## src/rtl/ifu_pcgen.sv

```systemverilog
// Fetch PC generator with in-flight address tracking, redirect-drop accounting
// and a small {pc, ir} buffer feeding decode over a val/rdy handshake.
module ifu_pcgen #(
  parameter logic [31:0] RESET_PC  = 32'h8000_0000,
  parameter int unsigned MAX_OUTS  = 2,
  parameter int unsigned BUF_DEPTH = 2
) (
  input  logic        clk,
  input  logic        rst_n,
  input  logic        i_setpc,
  input  logic [31:0] i_newpc,
  output logic        hs_if4mem_val,
  input  logic        hs_mem4if_rdy,
  output logic [31:0] o_mem_addr,
  input  logic        i_mem_rvld,
  input  logic [31:0] i_mem_rdata,
  output logic        hs_if4de_val,
  input  logic        hs_de4if_rdy,
  output logic [31:0] o_ir,
  output logic [31:0] o_pc
);

  localparam int unsigned OW  = $clog2(MAX_OUTS + 1);
  localparam int unsigned QAW = (MAX_OUTS > 1) ? $clog2(MAX_OUTS) : 1;
  localparam int unsigned BAW = (BUF_DEPTH > 1) ? $clog2(BUF_DEPTH) : 1;
  localparam int unsigned BCW = $clog2(BUF_DEPTH + 1);

  logic [31:0]    pc_q, pc_d;
  logic [OW-1:0]  outs_q, outs_d;
  logic [OW-1:0]  drop_q, drop_d;
  logic           go_q, go_d;
  logic [QAW-1:0] q_wr_q, q_wr_d, q_rd_q, q_rd_d;
  logic [BAW-1:0] buf_wr_q, buf_wr_d, buf_rd_q, buf_rd_d;
  logic [BCW-1:0] buf_cnt_q, buf_cnt_d;

  logic [31:0] inf_addr_q [MAX_OUTS];
  logic [31:0] inf_addr_d [MAX_OUTS];
  logic [31:0] buf_pc_q [BUF_DEPTH];
  logic [31:0] buf_pc_d [BUF_DEPTH];
  logic [31:0] buf_ir_q [BUF_DEPTH];
  logic [31:0] buf_ir_d [BUF_DEPTH];

  logic          req_fire, de_fire, rsp_ok, keep;
  logic          outs_ok, credit_ok;
  logic [OW-1:0] live;

  function automatic logic [QAW-1:0] q_inc(input logic [QAW-1:0] p);
    return (32'(p) == MAX_OUTS - 1) ? '0 : p + QAW'(1);
  endfunction

  function automatic logic [BAW-1:0] b_inc(input logic [BAW-1:0] p);
    return (32'(p) == BUF_DEPTH - 1) ? '0 : p + BAW'(1);
  endfunction

  // Credit counts live (non-dropped) requests so every live response has a buffer slot.
  always_comb begin
    live      = outs_q - drop_q;
    outs_ok   = 32'(outs_q) < MAX_OUTS;
    credit_ok = (32'(live) + 32'(buf_cnt_q)) < BUF_DEPTH;

    hs_if4mem_val = go_q & ~i_setpc & outs_ok & credit_ok;
    hs_if4de_val  = (buf_cnt_q != '0) & ~i_setpc;
    o_mem_addr    = pc_q;
    o_pc          = buf_pc_q[buf_rd_q];
    o_ir          = buf_ir_q[buf_rd_q];

    req_fire = hs_if4mem_val & hs_mem4if_rdy;
    de_fire  = hs_if4de_val & hs_de4if_rdy;
    rsp_ok   = i_mem_rvld & (outs_q != '0);
    keep     = rsp_ok & (drop_q == '0) & ~i_setpc;
  end

  always_comb begin
    pc_d       = pc_q;
    outs_d     = outs_q + OW'(req_fire) - OW'(rsp_ok);
    drop_d     = drop_q;
    go_d       = 1'b1;
    q_wr_d     = q_wr_q;
    q_rd_d     = q_rd_q;
    buf_wr_d   = buf_wr_q;
    buf_rd_d   = buf_rd_q;
    buf_cnt_d  = buf_cnt_q;
    inf_addr_d = inf_addr_q;
    buf_pc_d   = buf_pc_q;
    buf_ir_d   = buf_ir_q;

    if (req_fire) begin
      inf_addr_d[q_wr_q] = pc_q;
    end
    if (keep) begin
      buf_pc_d[buf_wr_q] = inf_addr_q[q_rd_q];
      buf_ir_d[buf_wr_q] = i_mem_rdata;
    end

    if (i_setpc) begin
      // Every request still pending after this cycle belongs to the old stream.
      pc_d      = {i_newpc[31:2], 2'b00};
      drop_d    = outs_q - OW'(rsp_ok);
      q_wr_d    = '0;
      q_rd_d    = '0;
      buf_wr_d  = '0;
      buf_rd_d  = '0;
      buf_cnt_d = '0;
    end else begin
      if (req_fire) begin
        pc_d   = pc_q + 32'd4;
        q_wr_d = q_inc(q_wr_q);
      end
      if (rsp_ok && drop_q != '0) begin
        drop_d = drop_q - OW'(1);
      end
      if (keep) begin
        q_rd_d   = q_inc(q_rd_q);
        buf_wr_d = b_inc(buf_wr_q);
      end
      if (de_fire) begin
        buf_rd_d = b_inc(buf_rd_q);
      end
      buf_cnt_d = buf_cnt_q + BCW'(keep) - BCW'(de_fire);
    end
  end

  always_ff @(posedge clk) begin
    if (!rst_n) begin
      pc_q      <= RESET_PC;
      outs_q    <= '0;
      drop_q    <= '0;
      go_q      <= 1'b0;
      q_wr_q    <= '0;
      q_rd_q    <= '0;
      buf_wr_q  <= '0;
      buf_rd_q  <= '0;
      buf_cnt_q <= '0;
    end else begin
      pc_q      <= pc_d;
      outs_q    <= outs_d;
      drop_q    <= drop_d;
      go_q      <= go_d;
      q_wr_q    <= q_wr_d;
      q_rd_q    <= q_rd_d;
      buf_wr_q  <= buf_wr_d;
      buf_rd_q  <= buf_rd_d;
      buf_cnt_q <= buf_cnt_d;
    end
  end

  // Storage arrays carry no reset; validity is tracked by the pointers above.
  always_ff @(posedge clk) begin
    inf_addr_q <= inf_addr_d;
    buf_pc_q   <= buf_pc_d;
    buf_ir_q   <= buf_ir_d;
  end

endmodule

```

## config.mk

```make
export PLATFORM = sky130hd
export DESIGN_NAME = ifu_pcgen
export DESIGN_NICKNAME = d
export VERILOG_FILES = /design/src/rtl/ifu_pcgen.sv
export SDC_FILE = /design/constraint.sdc
export NUM_CORES = 1
export LEC_CHECK = 0
export BUFFER_PORTS_ARGS = -buffer_cell sky130_fd_sc_hd__buf_2
export CAP_MARGIN = 15
export CORE_MARGIN = 5
export CORE_UTILIZATION = 60
export CTS_CLUSTER_SIZE = 20
export DETAILED_ROUTE_END_ITERATION = 6
export PLACE_DENSITY = 0.84
export SETUP_SLACK_MARGIN = 0.5
export SLEW_MARGIN = 20
export SYNTH_ARGS = -nofsm -noshare
export SYNTH_HDL_FRONTEND = slang
export SYNTH_SLANG_ARGS = --single-unit
```

## constraint.sdc

```tcl
create_clock -name clk -period 16.3 [get_ports clk]
set_input_delay 2.445 -clock clk [delete_from_list [all_inputs] [get_ports clk]]
set_output_delay 2.445 -clock clk [all_outputs]
set_load 0.02 [all_outputs]
```

==> results.cfg, run 1 <==
[run_status]
outcome = finished, final reports clean

[synthesis]
syn_area_per_cell_um2 = 15.3
muxShareOfSynthArea = 0.117
yosys.cell_count.top_type = edfxtp_1
yosysTopAreaCell = edfxtp_1
yosys.cell_types.count = 59
yosys-top-cells-area = edfxtp_1, mux2_2, dfxtp_1
synth_fa_ha_area_frac = 0.0132
yosys_warnings = 0
ys_seq_area_frac = 0.698
synthSimpleGateAreaFrac = 0.0748
synth_area_um2 = 9090
synth_compound_area_frac = 0.0542
synth_top_area_frac = 0.608
yosys-top-cells-count = edfxtp_1, mux2_2, dfxtp_1, nand2_1, a21oi_1
synth_xor_area_frac = 0.0202
synth_ff_type = edfxtp_1
synthArstFlopShare = 0
postSynthCellCount = 594
synth_top_family_by_area = multiplexers
ys_ff_latch = 225
synth_edf_count = 184

[setup_path]
worst_ep_required_time_ps = 13860
crit_top_cell = buf_2
crit_buf_inv = 3
cp_top_family = buffers and inverters
cp-end-kind = output pin
reg2reg_depth = 14
critPathLaunchType = input pin
slowest_stage = buf_2
slowest_delay_ps = 590
path_cells = buf_2, inv_1, and2_1, buf_2
crit_start = i_setpc
worstPathMaxFanout = 42
rr_endpoint = outs_q[1]
r2r-start = outs_q[0]
cp.arrival_ps = 4080
critical_path_class = input pin to output pin
reg2reg_slack_ps = 12280

[grt]
grt-ovfl-total = 0
antenna_found_initial = 0
grt-busiest-layer = met2
use_met1 = 0.272
use_met3 = 0.0453
use_met2 = 0.364
grt_pass1_vias = 5848
grt_pass1_wl_um = 30400
grtUsageTotal = 0.214
grt_max_degree = 63

[route]
finalWirelength_um = 19100
viasPerCell = 5.91
drt.antenna.violating_nets = 0
route.detailed.drc = 0
drt_first_iter_violations = 588
wl_per_cell_um = 19.8
vias = 5697
first_pass_iters = 6

[sta]
fmax_mhz = 153
setup_viol = 0
rsz0062_at_grt = no
period_share = 0.400
timing_worst_slew_pin_value_ps = 910
finalHoldViolCount = 0
slew_headroom = 0.393
hold_ws_ps = 508
fin_ws_ps = 9770
maxSlewViolCount = 0
fin_worst_skew_ps = 22.5
finalSetupTns_ps = 0
fin_crit_ps = 6530

[floorplan]
dieHeight_um = 133
die_w_um = 133
io_pins = 168
initial_core_util = 0.605
num_rows = 45
die_area_um2 = 17700
fp.coreArea_um2 = 15000

[cells_and_area]
fill_cells = 989
fin_util = 0.717
area_growth_pct = 18.5
nNetsFinal = 838
fin_cells = 964
drive_gt1_frac = 0.399
antennaDiodeCount = 0
fin_area_um2 = 10800
multiInputGateArea_um2 = 2570
seqCellArea_um2 = 6350

[pwr]
power_mw = 1.30
power_per_cell_area_nw_per_um2 = 120
irDropWorstVdd_uv = 83.6
p_leak_nw = 3.95

[clock_tree]
insertion_delay_ps = 500
clockBufferDepth = 3
root_buffer = clkbuf_16
cts_max_level = 1
numCtsBuffers = 23
ctsResizeCount = 0
holdBufCountCts = 0
clk_pin_slew_ps = 60
clock-sinks = 225
post_cts.repair.setup_buffers = 0
cts_tree = yes

[placed_design]
dp_cells = 922
dp_slack_ps = 9850
gp_congestion = 0.856
dpl.hpwl_um = 12300
portBuffers = 161
placed_area_um2 = 10100

[worst_hold_path]
hold_depth = 2
whs_endpoint = buf_rd_q
worstHoldStart = buf_rd_q
hp-class = flop to flop

[flow_run]
max_cap_viol_count = 0
[power by group]
part | switching, mW | internal, mW | leakage [nW]
Sequential | 0.0189 | 0.656 | 2.01
Clock | 0.203 | 0.287 | 0.350
Combinational | 0.0813 | 0.0518 | 1.59
Total | 0.303 | 0.995 | 3.95
[state kept, by name, summed over array words and instances (netlist names)]
signal / flops
buf_ir_q: 64
buf_pc_q: 60
inf_addr_q: 60
o_mem_addr: 30
buf_cnt_q: 2
drop_q: 2
outs_q: 2
buf_rd_q: 1
buf_wr_q: 1
go_q: 1
q_rd_q: 1
q_wr_q: 1
[how the worst max path moves through the flow]
stage                     to  cells after the start
2_1_floorplan   buf_ir_q[32]                      4
3_3_place_gp   hs_if4mem_val                      4
3_5_place_dp   hs_if4mem_val                      4
4_1_cts        hs_if4mem_val                      4
5_1_grt        hs_if4mem_val                      4
6_report       hs_if4mem_val                      4
[per-layer routing]
metal  share of wire  vias to the layer above  wire, µm
li1                -                     2595         -
met1            0.39                     2740      7440
met2            0.49                      304      9380
met3           0.091                       58      1730
met4           0.029                        0       561
met5               0                        -         0
[worst register-to-register path: cells and delay by family, from the launching register on]
family                   cells  cell delay, ps
flip-flops                   1             360
AND/OR/NAND/NOR              3            1070
XOR/XNOR                     4             590
adder cells (fa/ha/maj)      4            1300
buffers and inverters        3             570
[area by class of cell]
class,count,share of cell area
clock buffer,32,0.0584
multi-input combinational,327,0.238
timing repair buffer,167,0.0790
tap,188,0.0218
sequential,225,0.589
inverter,15,0.00523
clock inverter,10,0.00790
[placed cells by master (no fill, tap or decap), types with 14 or more instances in the layout]
| cell type | netlist | layout |
|---|---|---|
| buf_2 | 3 | 161 |
| clkbuf_16 | 0 | 23 |
| a21oi_1 | 21 | 21 |
| edfxtp_1 | 184 | 184 |
| mux2_2 | 93 | 93 |
| dfxtp_1 | 41 | 40 |
| inv_1 | 14 | 14 |
| nor2_1 | 20 | 19 |
| nand3_1 | 15 | 15 |
| nand2_1 | 34 | 34 |
[cells by family (layout without fill, tap and decap cells)]
group,after synthesis,after routing
multiplexers,95,95
adder cells (fa/ha/maj),9,9
flip-flops,225,225
AO/OA/AOI/OAI,74,74
AND/OR/NAND/NOR,124,124
other,1,4
buffers and inverters,45,224
XOR/XNOR,21,21
Note: power is estimated with default switching activity, not from simulation.
==> run 2: changes to the inputs <==
- CORE_UTILIZATION: 60 -> 50
- PLACE_DENSITY: 0.84 -> 0.75
- clock period: 16.3 -> 5.7 ns (I/O delays scaled with it)
==> results.cfg, run 2 (same netlist as run 1, synthesis figures left out) <==
[floorplan]
num_rows = 49
io_pins = 168
dieHeight_um = 145
die_w_um = 145
initial_core_util = 0.506
fp.coreArea_um2 = 18000
die_area_um2 = 21000

[clock_tree]
root_buffer = clkbuf_16
clockBufferDepth = 3
post_cts.repair.setup_buffers = 0
insertion_delay_ps = 490
clock-sinks = 225
cts_max_level = 1
numCtsBuffers = 23
cts_tree = yes
holdBufCountCts = 0
ctsResizeCount = 0
clk_pin_slew_ps = 60

[placed_design]
gp_congestion = 0.814
portBuffers = 161
dpl.hpwl_um = 13100
dp_slack_ps = 1730

[cells_and_area]
final_common_cell = edfxtp_1
final_cell_mix = edfxtp_1, buf_2, mux2_2, dfxtp_1, nand2_1
largest_registers = buf_ir_q x64, buf_pc_q x60, inf_addr_q x60
area_growth_pct = 18.9
antennaDiodeCount = 0
fill_cells = 1374
largest_register_ffs = 64
nNetsFinal = 840
largest-register = buf_ir_q
drive_gt1_frac = 0.401

[pwr]
p_leak_nw = 3.94
power_per_cell_area_nw_per_um2 = 340
irDropWorstVdd_uv = 229
power_mw = 3.67

[setup_path]
cp.arrival_ps = 4370
cp-end-kind = flop
critical_path_class = flop to flop
worstPathMaxFanout = 27
critPathLaunchType = flop
worst_ep_required_time_ps = 6040
reg2reg_depth = 14

[route]
wl_per_cell_um = 19.4
route.detailed.drc = 0
viasPerCell = 5.59
vias = 5613
first_pass_iters = 5
drt_first_iter_violations = 485
drt.antenna.violating_nets = 0
finalWirelength_um = 19500

[grt]
use_met2 = 0.303
grt_pass1_vias = 5767
grt-busiest-layer = met2
antenna_found_initial = 0
grt-ovfl-total = 0
grt_max_degree = 47
grtUsageTotal = 0.185
use_met3 = 0.0388
grt_pass1_wl_um = 30500
use_met1 = 0.243

[sta]
finalSetupTns_ps = 0
timing_worst_slew_pin_value_ps = 855
fmax_mhz = 248
fin_worst_skew_ps = 11.3
finalHoldViolCount = 0
fin_crit_ps = 4020
period_share = 0.706
maxSlewViolCount = 0
fin_ws_ps = 1680
rsz0062_at_grt = no
setup_viol = 0
slew_headroom = 0.429

[worst_hold_path]
hold_depth = 0
hp-class = flop to flop

[flow_run]
max_cap_viol_count = 0

[run_status]
outcome = finished, final reports clean
-- run 2: changes by cell type in the layout (fill, tap and decap cells not counted), moves of 2 or more --
cell,before,now
buf_4,6,8
clkbuf_1,7,4
clkbuf_8,2,0
clkinv_1,2,4
clkinv_2,4,6
-- run 2: path summary, 6_finish.rpt --
check | endpoint | slack (ps) | start
worst max register to register | outs_q[1] | 1680 | outs_q[0]
worst max-delay path | outs_q[1] | 1680 | outs_q[0]
worst min-delay path | inf_addr_q[31] | 530 | o_mem_addr[31]
worst min register to register | inf_addr_q[31] | 530 | o_mem_addr[31]
-- run 2: metrics by stage --
stage	util	area (µm²)	cells	hold slack (ps)
2_1_floorplan	-	9110	597	498
3_3_place_gp	0.564	10100	965	497
3_5_place_dp	0.564	10100	965	516
4_1_cts	0.602	10800	1005	527
5_1_grt	0.602	10800	1005	534
6_report	0.602	10800	1005	527
-- run 2: routing by layer --
metal / routed length, µm / up-vias
met5: 0 / -
met4: 740 / 0
met3: 1780 / 52
met2: 9290 / 281
met1: 7720 / 2686
li1: - / 2594
-- run 2: power by group --
group	switching, mW	internal [mW]
clock	0.573	0.784
combinational	0.239	0.150
sequential	0.0510	1.88
total	0.863	2.81
-- run 2: critical path, stage by stage, from the launching register on --
cell,delay [ps]
dfxtp_1,350
inv_1,80
ha_1,210
xnor2_1,200
xnor2_1,100
fa_1,470
and4b_1,260
and3_1,730
inv_2,450
ha_1,440
inv_1,40
ha_1,180
xor2_1,170
xnor2_1,140
nor2_1,60
-- run 2: final cells by class --
| class | instances | area [µm²] | share of cell area |
|---|---|---|---|
| flip-flops and latches | 225 | 6350 | 0.587 |
| repair buffers | 169 | 866 | 0.0801 |
| well taps | 229 | 287 | 0.0265 |
| multi-input cells | 327 | 2570 | 0.238 |
| inverters | 15 | 56.3 | 0.00521 |
| clock inverters | 13 | 91.3 | 0.00845 |
| clock buffers | 27 | 591 | 0.0546 |
==> run 3: changes to the inputs <==
- clock period: 5.7 -> 3.7 ns (I/O delays scaled with it)
==> results.cfg, run 3 (same netlist as run 1, synthesis figures left out) <==
[run_status]
outcome = finished, final reports clean

[worst_hold_path]
hold_depth = 1
whs_endpoint = buf_ir_q[41]
hp-class = input pin to flop
worstHoldStart = i_mem_rdata[9]

[route]
vias = 5546
viasPerCell = 5.50
finalWirelength_um = 19100
drt.antenna.violating_nets = 0
drt_first_iter_violations = 374
wl_per_cell_um = 19.0
route.detailed.drc = 0
first_pass_iters = 5

[grt]
grt_pass1_wl_um = 29700
grt-ovfl-total = 0
grtUsageTotal = 0.180
grt_pass1_vias = 5747
antenna_found_initial = 0
grt_max_degree = 63

[floorplan]
dieHeight_um = 145
die_area_um2 = 21000
num_rows = 49
fp.coreArea_um2 = 18000
die_w_um = 145
io_pins = 168
initial_core_util = 0.506

[clock_tree]
clockBufferDepth = 3
holdBufCountCts = 0
cts_max_level = 1
cts_tree = yes
insertion_delay_ps = 510
numCtsBuffers = 23
clk_pin_slew_ps = 60
root_buffer = clkbuf_16
clock-sinks = 225

[cells_and_area]
largest-register = buf_ir_q
final_common_cell = edfxtp_1
fin_area_um2 = 11000
fin_util = 0.611
fin_cells = 1009
largest_register_ffs = 64
nNetsFinal = 842
fill_cells = 1365
final_cell_mix = edfxtp_1, buf_2, mux2_2, dfxtp_1, nand2_1
largest_registers = buf_ir_q x64, buf_pc_q x60, inf_addr_q x60
antennaDiodeCount = 0
drive_gt1_frac = 0.406
area_growth_pct = 20.7

[sta]
hold_ws_ps = 241
period_share = 0.830
fin_crit_ps = 3070
fin_worst_skew_ps = 17.2
slew_headroom = 0.406
finalHoldViolCount = 0
timing_worst_slew_pin_value_ps = 891
finalSetupTns_ps = 0
maxSlewViolCount = 0
setup_viol = 0
fin_ws_ps = 629
rsz0062_at_grt = no
fmax_mhz = 326

[setup_path]
worstPathMaxFanout = 4
slowest_delay_ps = 480
cp.arrival_ps = 2520
r2r-start = outs_q[0]
rr_endpoint = outs_q[1]
path_cells = inv_1, ha_1, xnor2_2, xnor2_1, fa_1, and4b_1, and2_1, buf_4
cp-end-kind = output pin
reg2reg_depth = 14
reg2reg_slack_ps = 660
slowest_stage = fa_1
critPathLaunchType = flop
critical_path_class = flop to output pin
worst_ep_required_time_ps = 3140

[placed_design]
portBuffers = 161
gp_congestion = 0.797
dpl.hpwl_um = 12800
dp_slack_ps = 672
dp_cells = 967
placed_area_um2 = 10200

[pwr]
p_leak_nw = 4.01
power_mw = 5.92
power_per_cell_area_nw_per_um2 = 539
irDropWorstVdd_uv = 284

[flow_run]
max_cap_viol_count = 0
run 3: cell count changes in the layout (fill, tap and decap cells not counted), sizes merged:
cell / previous run / this run
inv: 15 / 17
buf: 169 / 171
clkinv: 11 / 4
clkbuf: 27 / 31
bufinv: 1 / 4
run 3: final cells by class:
type                    instances  area [µm²]  share of cell area
clock inverters                11         164              0.0149
multi-input cells             327        2580               0.235
clock buffers                  31         616              0.0561
well taps                     229         287              0.0261
flip-flops and latches        225        6350               0.579
repair buffers                171         916              0.0835
inverters                      15        58.8             0.00536
run 3: power breakdown:
group | internal [mW] | switching (mW) | leakage, nW | total, mW
registers | 2.89 | 0.0832 | 2.01 | 2.97
logic | 0.239 | 0.360 | 1.62 | 0.599
clock network | 1.45 | 0.893 | 0.378 | 2.34
total | 4.58 | 1.34 | 4.01 | 5.92
run 3: worst max-delay path by stage:
stage	from	to	slack, ps	cells past startpoint
final	outs_q[0]	hs_if4mem_val	630	8
after global placement	outs_q[0]	inf_addr_q[24]	760	10
after CTS	outs_q[0]	hs_if4mem_val	620	8
after floorplan	outs_q[0]	inf_addr_q[34]	530	10
after global routing	outs_q[0]	hs_if4mem_val	510	8
after detailed placement	outs_q[0]	inf_addr_q[11]	670	10
run 3: metal layers:
metal | up-vias | part of all wire | GRT usage
met2 | 221 | 0.49 | 0.309
met1 | 2685 | 0.40 | 0.229
met3 | 33 | 0.080 | 0.0371
met5 | - | 0 | 0
li1 | 2607 | - | -
met4 | 0 | 0.027 | 0.0614
run 3: repair_timing:
action                                  in CTS  in global routing
buffers inserted                             0                  0
endpoints found under the setup margin       0                 62
resized for setup                            0                  5
run 3: critical path: cells and delay by family (launching register included):
family	cells	cell delay [ps]
flip-flops	1	360
XOR/XNOR	2	290
adder cells (fa/ha/maj)	2	700
AND/OR/NAND/NOR	2	430
buffers and inverters	2	230
